--- config.mk ---
export PLATFORM = sky130hd
export DESIGN_NAME = rice_core_if_stage_flat
export DESIGN_NICKNAME = d
export VERILOG_FILES = /design/src/rtl/rice_core_pkg.sv /design/src/rtl/rice_core_if_stage_if.sv /design/src/rtl/rice_core_fetch_buffer.sv /design/src/rtl/rice_core_if_stage.sv /design/src/flat_wrapper.sv
export SDC_FILE = /design/constraint.sdc
export NUM_CORES = 1
export LEC_CHECK = 0
export ABC_AREA = 0
export BUFFER_PORTS_ARGS = -buffer_cell sky130_fd_sc_hd__buf_2
export CORE_ASPECT_RATIO = 0.6
export CORE_UTILIZATION = 42
export CTS_BUF_LIST = sky130_fd_sc_hd__clkbuf_4 sky130_fd_sc_hd__clkbuf_8
export DETAILED_ROUTE_END_ITERATION = 12
export SYNTH_ARGS = -nofsm -noshare
export SYNTH_HDL_FRONTEND = slang
export SYNTH_SLANG_ARGS = --single-unit
--- constraint.sdc ---
create_clock -name i_clk -period 7.1 [get_ports i_clk]
set_clock_uncertainty 0.15 [all_clocks]
set_input_delay 0.71 -clock i_clk [delete_from_list [all_inputs] [get_ports i_clk]]
set_output_delay 0.71 -clock i_clk [all_outputs]
set_load 0.03 [all_outputs]
--- src/rtl/rice_core_pkg.sv ---
// ----------------------------------------------------------------------------
// rice_core_pkg
// Shared pipeline types and fetch-buffer constants for the rice core.
//
// The pipeline types depend on the register width, so they are produced by the
// RICE_CORE_DEFINE_TYPES(xlen) macro. A parameterised module or interface
// invokes the macro with its own XLEN. The package itself carries the default
// 32-bit flavour for code that is not width-parameterised.
//
// Contents:
//   rice_core_pc         - program counter, xlen bits
//   rice_core_inst       - 32-bit instruction word
//   rice_core_if_result  - {valid, pc, inst} handed from IF to ID
//   FETCH_BUFFER_DEPTH   - number of in-flight fetch slots (2)
//   FETCH_BUFFER_PTR_W   - slot pointer width
//   FETCH_BUFFER_COUNT_W - width of a 0..DEPTH occupancy counter
// ----------------------------------------------------------------------------
`ifndef RICE_CORE_PKG_SV
`define RICE_CORE_PKG_SV

`define RICE_CORE_DEFINE_TYPES(xlen) \
    typedef logic [(xlen)-1:0] rice_core_pc; \
    typedef logic [31:0] rice_core_inst; \
    typedef struct packed { \
        logic          valid; \
        rice_core_pc   pc; \
        rice_core_inst inst; \
    } rice_core_if_result;

package rice_core_pkg;

    // Width of a counter or pointer, never less than one bit.
    function automatic int clog2_min1(input int value);
        int width;
        width = $clog2(value);
        return (width < 1) ? 1 : width;
    endfunction

    localparam int FETCH_BUFFER_DEPTH   = 2;
    localparam int FETCH_BUFFER_PTR_W   = clog2_min1(FETCH_BUFFER_DEPTH);
    localparam int FETCH_BUFFER_COUNT_W = clog2_min1(FETCH_BUFFER_DEPTH + 1);
    localparam int INST_BYTES           = 4;

    `RICE_CORE_DEFINE_TYPES(32)

endpackage

`endif

--- src/rtl/rice_core_if_stage_if.sv ---
// ----------------------------------------------------------------------------
// pipeline_if
// Link between the fetch (IF) stage and the decode (ID) stage.
//
// Signals:
//   stall     - ID -> IF : hold the current if_result, do not consume it
//   flush     - ID -> IF : redirect fetch to flush_pc and drop everything
//   flush_pc  - ID -> IF : redirect target (low two bits ignored by IF)
//   if_result - IF -> ID : {valid, pc, inst} of the oldest fetched instruction
//
// Modports:
//   if_stage - the fetch side
//   id_stage - the decode side
// ----------------------------------------------------------------------------
interface pipeline_if #(
    parameter int XLEN = 32
);
    import rice_core_pkg::*;

    `RICE_CORE_DEFINE_TYPES(XLEN)

    logic               stall;
    logic               flush;
    rice_core_pc        flush_pc;
    rice_core_if_result if_result;

    modport if_stage (
        input  stall,
        input  flush,
        input  flush_pc,
        output if_result
    );

    modport id_stage (
        output stall,
        output flush,
        output flush_pc,
        input  if_result
    );

endinterface

--- src/rtl/rice_core_fetch_buffer.sv ---
// ----------------------------------------------------------------------------
// rice_core_fetch_buffer
// In-order slot buffer for outstanding instruction fetches.
//
// A slot is allocated when a request is accepted (the PC is recorded). It is
// filled when the matching response returns (the instruction is recorded). It
// is freed when the decode stage consumes it. Allocation, filling and reading
// each walk the slots in the same circular order, so responses pair with
// requests purely by position.
//
// Ports:
//   clk, srst      - clock, synchronous active-high reset
//   clear          - drop every slot (fetch redirect); beats all other controls
//   alloc/alloc_pc - allocate the next slot for a request at alloc_pc
//   fill/fill_inst - write the instruction into the oldest unfilled slot
//   consume        - free the oldest slot
//   has_free_slot  - at least one slot was free at the start of this cycle
//   pending_count  - slots allocated but not yet filled
//   head_valid     - oldest slot holds an instruction
//   head_pc/inst   - contents of the oldest slot
// ----------------------------------------------------------------------------
module rice_core_fetch_buffer
    import rice_core_pkg::*;
#(
    parameter int XLEN = 32
) (
    input  logic                            clk,
    input  logic                            srst,
    input  logic                            clear,
    input  logic                            alloc,
    input  logic [XLEN-1:0]                 alloc_pc,
    input  logic                            fill,
    input  logic [31:0]                     fill_inst,
    input  logic                            consume,
    output logic                            has_free_slot,
    output logic [FETCH_BUFFER_COUNT_W-1:0] pending_count,
    output logic                            head_valid,
    output logic [XLEN-1:0]                 head_pc,
    output logic [31:0]                     head_inst
);

    localparam int DEPTH = FETCH_BUFFER_DEPTH;

    typedef logic [FETCH_BUFFER_PTR_W-1:0]   ptr_t;
    typedef logic [FETCH_BUFFER_COUNT_W-1:0] count_t;

    ptr_t   alloc_ptr_reg;
    ptr_t   fill_ptr_reg;
    ptr_t   read_ptr_reg;
    count_t used_reg;     // allocated slots, filled or not
    count_t pending_reg;  // allocated slots still waiting for their response

    logic [XLEN-1:0] pc_mem   [DEPTH];
    logic [31:0]     inst_mem [DEPTH];

    function automatic ptr_t ptr_inc(input ptr_t ptr);
        return (ptr == ptr_t'(DEPTH - 1)) ? '0 : ptr + ptr_t'(1);
    endfunction

    always_ff @(posedge clk) begin
        if (srst || clear) begin
            alloc_ptr_reg <= '0;
            fill_ptr_reg  <= '0;
            read_ptr_reg  <= '0;
            used_reg      <= '0;
            pending_reg   <= '0;
        end else begin
            if (alloc) begin
                alloc_ptr_reg <= ptr_inc(alloc_ptr_reg);
            end
            if (fill) begin
                fill_ptr_reg <= ptr_inc(fill_ptr_reg);
            end
            if (consume) begin
                read_ptr_reg <= ptr_inc(read_ptr_reg);
            end
            used_reg    <= used_reg + count_t'(alloc) - count_t'(consume);
            pending_reg <= pending_reg + count_t'(alloc) - count_t'(fill);
        end
    end

    // Slot storage. A clear only rewinds the pointers; stale contents are
    // unreachable until they are overwritten by a later allocate/fill.
    always_ff @(posedge clk) begin
        if (srst) begin
            for (int i = 0; i < DEPTH; i++) begin
                pc_mem[i]   <= '0;
                inst_mem[i] <= '0;
            end
        end else if (!clear) begin
            if (alloc) begin
                pc_mem[alloc_ptr_reg] <= alloc_pc;
            end
            if (fill) begin
                inst_mem[fill_ptr_reg] <= fill_inst;
            end
        end
    end

    // Freeness comes from registered occupancy only, so a slot consumed this
    // cycle cannot be re-allocated until the next one.
    assign has_free_slot = (used_reg < count_t'(DEPTH));
    assign pending_count = pending_reg;

    // Filled slots are exactly the used ones that are not pending, and they
    // sit in front of the pending ones, so the head is filled iff any are.
    assign head_valid = (used_reg != pending_reg);
    assign head_pc    = pc_mem[read_ptr_reg];
    assign head_inst  = inst_mem[read_ptr_reg];

endmodule

--- src/rtl/rice_core_if_stage.sv ---
// ----------------------------------------------------------------------------
// rice_core_if_stage
// Instruction fetch stage: issues word-aligned fetch requests and hands the
// returned instructions to decode in program order.
//
// Parameters:
//   XLEN     - register / PC width
//   RESET_PC - first fetch address after reset (low two bits ignored)
//
// Ports:
//   i_clk, i_rst            - clock, synchronous active-high reset
//   o_inst_request_valid    - fetch request valid
//   i_inst_request_ready    - memory accepts the request this cycle
//   o_inst_request_address  - fetch address, always word aligned
//   i_inst_response_valid   - instruction returned (in request order)
//   i_inst_response_data    - instruction word
//   pipeline                - stall/flush/flush_pc in, if_result out
//
// After a flush, responses still in flight for the abandoned requests are
// counted in a discard counter and dropped as they arrive. No new request is
// issued until that counter drains, which keeps responses paired by order.
// ----------------------------------------------------------------------------
module rice_core_if_stage
    import rice_core_pkg::*;
#(
    parameter int              XLEN     = 32,
    parameter logic [XLEN-1:0] RESET_PC = '0
) (
    input  logic            i_clk,
    input  logic            i_rst,
    output logic            o_inst_request_valid,
    input  logic            i_inst_request_ready,
    output logic [XLEN-1:0] o_inst_request_address,
    input  logic            i_inst_response_valid,
    input  logic [31:0]     i_inst_response_data,
    pipeline_if.if_stage    pipeline
);

    `RICE_CORE_DEFINE_TYPES(XLEN)

    typedef logic [FETCH_BUFFER_COUNT_W-1:0] count_t;

    localparam rice_core_pc PC_ALIGN_MASK = ~rice_core_pc'(INST_BYTES - 1);

    rice_core_pc   fetch_pc_reg;
    count_t        discard_reg;

    logic          has_free_slot;
    count_t        pending_count;
    logic          head_valid;
    rice_core_pc   head_pc;
    rice_core_inst head_inst;

    logic          request_accept;
    logic          response_fill;
    logic          response_drop;
    logic          consume;

    assign o_inst_request_valid   = !i_rst && has_free_slot && !pipeline.flush
                                    && (discard_reg == '0);
    assign o_inst_request_address = fetch_pc_reg;

    assign request_accept = o_inst_request_valid && i_inst_request_ready;
    assign response_fill  = i_inst_response_valid && (discard_reg == '0);
    assign response_drop  = i_inst_response_valid && (discard_reg != '0);
    assign consume        = head_valid && !pipeline.stall && !pipeline.flush;

    always_ff @(posedge i_clk) begin
        if (i_rst) begin
            fetch_pc_reg <= RESET_PC & PC_ALIGN_MASK;
            discard_reg  <= '0;
        end else if (pipeline.flush) begin
            fetch_pc_reg <= pipeline.flush_pc & PC_ALIGN_MASK;
            // Every response still owed is stale. A response arriving right
            // now settles one of them, whether it would have filled a slot
            // or was already being discarded.
            discard_reg  <= discard_reg + pending_count
                            - count_t'(i_inst_response_valid);
        end else begin
            if (request_accept) begin
                fetch_pc_reg <= fetch_pc_reg + rice_core_pc'(INST_BYTES);
            end
            if (response_drop) begin
                discard_reg <= discard_reg - count_t'(1);
            end
        end
    end

    rice_core_fetch_buffer #(
        .XLEN (XLEN)
    ) u_fetch_buffer (
        .clk           (i_clk),
        .srst          (i_rst),
        .clear         (pipeline.flush),
        .alloc         (request_accept),
        .alloc_pc      (fetch_pc_reg),
        .fill          (response_fill),
        .fill_inst     (i_inst_response_data),
        .consume       (consume),
        .has_free_slot (has_free_slot),
        .pending_count (pending_count),
        .head_valid    (head_valid),
        .head_pc       (head_pc),
        .head_inst     (head_inst)
    );

    assign pipeline.if_result = '{valid: head_valid, pc: head_pc, inst: head_inst};

    // A response with nothing outstanding and nothing to discard means the
    // memory side broke the in-order, one-response-per-request contract.
    orphan_response_check : assert property (
        @(posedge i_clk) disable iff (i_rst)
        !(i_inst_response_valid && (discard_reg == '0) && (pending_count == '0))
    );

endmodule

--- src/flat_wrapper.sv ---
// flat-port wrapper written by rule: the top's interface ports become plain ports
module rice_core_if_stage_flat import rice_core_pkg::*;
#(
    parameter int              XLEN     = 32,
    parameter logic [XLEN-1:0] RESET_PC = '0
)
  (i_clk, i_rst, o_inst_request_valid, i_inst_request_ready, o_inst_request_address, i_inst_response_valid, i_inst_response_data, pipeline_stall, pipeline_flush, pipeline_flush_pc, pipeline_if_result);
  pipeline_if #(.XLEN(XLEN)) pipeline_i ();
  input  logic i_clk;
  input  logic i_rst;
  output logic o_inst_request_valid;
  input  logic i_inst_request_ready;
  output logic [XLEN-1:0] o_inst_request_address;
  input  logic i_inst_response_valid;
  input  logic [31:0] i_inst_response_data;
  input wire logic [$bits(pipeline_i.stall)-1:0] pipeline_stall;
  input wire logic [$bits(pipeline_i.flush)-1:0] pipeline_flush;
  input wire logic [$bits(pipeline_i.flush_pc)-1:0] pipeline_flush_pc;
  output wire logic [$bits(pipeline_i.if_result)-1:0] pipeline_if_result;
  assign pipeline_i.stall = pipeline_stall;
  assign pipeline_i.flush = pipeline_flush;
  assign pipeline_i.flush_pc = pipeline_flush_pc;
  assign pipeline_if_result = pipeline_i.if_result;
  rice_core_if_stage #(.XLEN(XLEN), .RESET_PC(RESET_PC)) u_core (.i_clk(i_clk), .i_rst(i_rst), .o_inst_request_valid(o_inst_request_valid), .i_inst_request_ready(i_inst_request_ready), .o_inst_request_address(o_inst_request_address), .i_inst_response_valid(i_inst_response_valid), .i_inst_response_data(i_inst_response_data), .pipeline(pipeline_i));
endmodule
==> results.yml, run 1 <==
drt:
  wire_per_inst_um: 18.1
  wirelength_mm: 18.5
  drc: 0
  vias: 5337
  vias_per_cell: 5.20
  dr.pass1.iters: 5
  drtIter0Drc: 335
  ant_nets: 0
finish:
  final_cells: 1026
  multiInputGateArea_mm2: 0.00294
  final_common_cell: "buf_2"
  regArea_mm2: 0.00453
  regMostFlops: "u_core.u_fetch_buffer.inst_mem"
  layout_common_cells: "161 x buf_2, 124 x edfxtp_1, 98 x and2_1"
  insertedDiodeCount: 0
  fill_cells: 1559
  syn_to_final_growth_pct: 18.1
  nets: 857
  largest_register_ffs: 64
  postLayoutCoreUtil: 0.518
  layout-drive-gt1-share: 0.348
die:
  die_area_mm2: 0.0189
  placeableCoreArea_mm2: 0.0175
  placementRows: 37
  die_w_um: 177
  io_pins: 168
  die_y_um: 107
  start_util: 0.438
critical_path:
  arrival_ps: 3560
  path_buf_inv: 3
  path_class: "reg2reg"
  critPathMaxStageDelay_ps: 720
  rrSetupSlack_ps: 3470
  critPathRequiredTime_ps: 7030
  critical_path.top_delay_family: "simple AND/OR/NAND/NOR gates"
  crit_path_end_kind: "register"
  cp_slowest_cell: "or2_2"
  crit_path_start_kind: "register"
  cp_max_fo: 32
  crit_path_start: "u_core.discard_reg[0]$_SDFFE_PP0P_"
  cp_cell_sequence: "inv_1 -> ha_1 -> nand3b_1 -> nor2_1 -> buf_4 -> inv_1 -> nor2_1 -> or2_2"
  r2r-start: "u_core.discard_reg[0]$_SDFFE_PP0P_"
synth:
  synth-seq-cells: 164
  ys.flop_type: "edfxtp_1"
  ys_warn_count: 0
  synth-edff-count: 124
  yosysUniqueCellTypes: 41
  avgSynthCellArea_um2: 12.1
  synth-async-reset-ratio: 0
  syn_area_mm2: 0.00769
  synth-seq-area-share: 0.588
  synthCells: 635
timing:
  max_freq_ghz: 0.275
  setup-tns-final_ps: 0
  drv_slew: 0
  finalSetupViolCount: 0
  rsz0062_at_grt: "no"
  final-hold-violation-count: 0
  setup_slack_ps: 3470
  tightest_slew_ps: 1220
  max_slew_margin: 0.188
  min_period_ps: 3630
  fin_crit_sh: 0.511
  holdWs_ps: 339
clock_tree:
  hold_buffers: 0
  h-tree-depth: 4
  clkSlewWorstSetupHoldPaths_ps: 90
  clock_path_buffers: 2
  numCtsBuffers: 17
  cts-root-buf: "clkbuf_8"
  cts_num_sinks: 164
  cts_tree: "built"
  cts-resized-gates: 0
  worstSkewPairLatency_ps: 460
  post-cts-setup-buffer-count: 0
min_path:
  hp-start: "pipeline_flush_pc[7]"
  min_path_type: "in2reg"
global_route:
  grt_pass1_vias: 5081
  grt_pass1_wl_mm: 27.9
  antenna_found_initial: 0
  gr-total-overflow: 0
  grt_max_degree: 48
  grt.total_usage: 0.198
placed_design:
  place_congestion: 0.812
  dp.cells: 994
  post-place-ws_ps: 3180
  detailed_place_hpwl_mm: 12.2
  port_buffers: 161
run_status:
  outcome: "complete, no violations"
power_and_ir_drop:
  leakage_uw: 0.00385
  powerDensity_mw_per_mm2: 245
  max-vdd-ir-drop_v: 0.000102
flow_run:
  drv_cap: 0
tightest hold or removal path, cell delays in order:
cell,delay (ps)
buf_2,90
nand2_1,50
a21oi_1,50
final cells by class:
type	instances	area share
Clock buffer	17	0.0257
Clock inverter	15	0.0208
Inverter	11	0.00454
Multi-Input combinational cell	416	0.324
Sequential cell	164	0.498
Tap cell	234	0.0322
Timing Repair Buffer	169	0.0953
synth_stat cells, types with 2 or more instances:
| cell | number | area share |
|---|---|---|
| o22ai_1 | 10 | 0.0081 |
| mux2_2 | 64 | 0.094 |
| o21ai_0 | 2 | 0.0013 |
| xnor2_1 | 20 | 0.023 |
| dfxtp_1 | 40 | 0.10 |
| nor4_1 | 6 | 0.0049 |
| nand4_1 | 9 | 0.0073 |
| buf_1 | 2 | 0.00098 |
| mux2i_1 | 3 | 0.0039 |
| ha_1 | 8 | 0.013 |
| nand2_1 | 30 | 0.015 |
| nor2_1 | 28 | 0.014 |
| edfxtp_1 | 124 | 0.48 |
| and4_1 | 4 | 0.0046 |
| nand3_1 | 13 | 0.0085 |
| buf_4 | 5 | 0.0049 |
| a21oi_1 | 22 | 0.014 |
| or2_2 | 4 | 0.0033 |
| and2_1 | 98 | 0.080 |
| inv_1 | 11 | 0.0054 |
| clkbuf_1 | 38 | 0.019 |
| xor2_1 | 18 | 0.020 |
| and3_1 | 40 | 0.033 |
| a211oi_1 | 8 | 0.0078 |
| nor3_2 | 2 | 0.0026 |
| nor3_1 | 11 | 0.0072 |
path summary, 6_finish.rpt:
kind | to | cells after the start
worst max register to register | u_core.u_fetch_buffer.pc_mem[0][27]$_SDFFCE_PN0P_ | 8
worst min register to register | register | 2
worst min-delay path | u_core.o_inst_request_address[7]$_SDFFE_PP0P_ | 3
worst max-delay path | u_core.u_fetch_buffer.pc_mem[0][27]$_SDFFCE_PN0P_ | 8
through the flow:
step                instance area (um2)  power [uW]
floorplan                          7700        1400
global placement                   8670        1510
detailed placement                 8670        1520
CTS                                9090        2240
global route                       9090        2320
finish                             9090        2230
power breakdown:
part / switching [uW] / internal, uW
Combinational: 235 / 124
Clock: 377 / 357
Sequential: 46.4 / 1090
Total: 658 / 1570
layer usage:
metal,wire [um],global-route usage,share of wire
met5,0,0,0
met4,182,0.0560,0.0098
met2,8140,0.296,0.44
met1,9140,0.293,0.49
met3,1070,0.0379,0.058
cells by family (layout without fill, tap and decap cells):
group,Yosys count,in the layout,share of synthesized area
and+or+nand+nor,252,252,0.188
DFF,164,164,0.588
muxes,67,67,0.0976
buffers and inverters,58,212,0.0319
AOI/OAI and AO/OA,47,47,0.0379
xor gates and xnor gates,38,38,0.0433
adders and majority gates,8,8,0.0130
other,1,4,0.000487
Note: power is estimated with default switching activity, not from simulation.
==> run 2, diff against run 1 <==
clock period = 3.6 ns   (was 7.1 ns; I/O delays follow)
==> results.yml, run 2 (synthesis results as in run 1) <==
global_route:
  antenna_found_initial: 0
  gr-total-overflow: 0
  grt_pass1_wl_mm: 28.2
  grt_max_degree: 47
  grt.total_usage: 0.199
  grt_pass1_vias: 5229
critical_path:
  cp_max_fo: 46
  arrival_ps: 2050
  path_class: "reg2out"
  crit_path_start_kind: "register"
  crit_path_end_kind: "output pin"
  critPathRequiredTime_ps: 3090
drt:
  ant_nets: 0
  wire_per_inst_um: 17.5
  wirelength_mm: 18.2
  wl_met2_mm: 8.08
  top_layer: "met4"
  drc: 0
  drtIter0Drc: 374
  vias_per_cell: 5.13
  wl_met1_mm: 8.89
  dr.pass1.iters: 4
  vias: 5333
  route.met3.wl_mm: 1.08
timing:
  setup-tns-final_ps: 0
  max_freq_ghz: 0.390
  rsz0062_at_grt: "no"
  final-hold-violation-count: 0
  min_period_ps: 2560
  max_slew_margin: 0.379
  finalSetupViolCount: 0
  drv_slew: 0
  fin_crit_sh: 0.712
  tightest_slew_ps: 931
finish:
  regMostFlops: "u_core.u_fetch_buffer.inst_mem"
  design_area_mm2: 0.00915
  final_common_cell: "buf_2"
  layout-drive-gt1-share: 0.346
  syn_to_final_growth_pct: 18.9
  layout_common_cells: "161 x buf_2, 124 x edfxtp_1, 98 x and2_1"
  largest_register_ffs: 64
  nets: 871
  insertedDiodeCount: 0
die:
  die_w_um: 177
  die_area_mm2: 0.0189
  io_pins: 168
  die_y_um: 107
  start_util: 0.438
  placementRows: 37
  placeableCoreArea_mm2: 0.0175
placed_design:
  detailed_place_hpwl_mm: 12.5
  place_congestion: 0.807
  place_area_mm2: 0.00872
  port_buffers: 161
clock_tree:
  cts-resized-gates: 0
  worstSkewPairLatency_ps: 440
  clkSlewWorstSetupHoldPaths_ps: 90
  h-tree-depth: 4
  cts-root-buf: "clkbuf_8"
  numCtsBuffers: 17
  post-cts-setup-buffer-count: 0
  hold_buffers: 9
  clock_path_buffers: 2
  cts_num_sinks: 164
  cts_tree: "built"
flow_run:
  drv_cap: 0
power_and_ir_drop:
  finalPower_uw: 4160
  leakage_uw: 0.00387
  powerDensity_mw_per_mm2: 455
  max-vdd-ir-drop_v: 0.000156
run_status:
  outcome: "complete, no violations"
min_path:
  min_path_type: "in2reg"
## run 2: through the flow
step	util	hold WS (ps)	worst slack, ps	cells
final	0.522	22.3	1040	1040
after global routing	0.522	10.3	837	1040
after CTS	0.522	0.723	996	1040
after detailed placement	0.497	371	936	999
after global placement	0.497	350	964	999
after floorplan	-	331	978	638
## run 2: worst max-delay path, cell delays in order, from the launching register on
cell	delay, ps
dfxtp_2	670
buf_12	330
mux2_2	400
buf_2	190
## run 2: path summary, 6_finish.rpt
check                                                                     start                                        endpoint  slack (ps)  depth (start not counted)
worst max-delay path                                                   register                          pipeline_if_result[57]        1040                          3
worst min-delay path                                       pipeline_flush_pc[4]   u_core.o_inst_request_address[4]$_SDFFE_PP0P_          20                          3
worst max register to register    u_core.o_inst_request_address[2]$_SDFFE_PP0P_  u_core.o_inst_request_address[18]$_SDFFE_PP0P_        1050                          6
worst min register to register  u_core.u_fetch_buffer.read_ptr_reg$_SDFFE_PP0P_                                        register         390                          2
## run 2: area by class of cell
type | instances | area, um2
clock inverter | 14 | 103
clock buffer | 18 | 241
timing repair buffer | 183 | 1010
fill | 1607 | 8400
tap | 234 | 293
inverter | 11 | 41.3
multi-input combinational | 416 | 2940
sequential | 164 | 4530
## run 2: per-layer routing
layer	vias to the layer above	global-route usage
met4	0	0.0474
met5	-	0
li1	2563	-
met1	2596	0.290
met2	163	0.299
met3	11	0.0436
## run 2: report_power, final
group | internal [uW] | switching [uW] | total, uW | leakage (uW)
Combinational | 259 | 466 | 725 | 0.00208
Clock | 493 | 712 | 1200 | 0.000174
Sequential | 2150 | 85.5 | 2230 | 0.00162
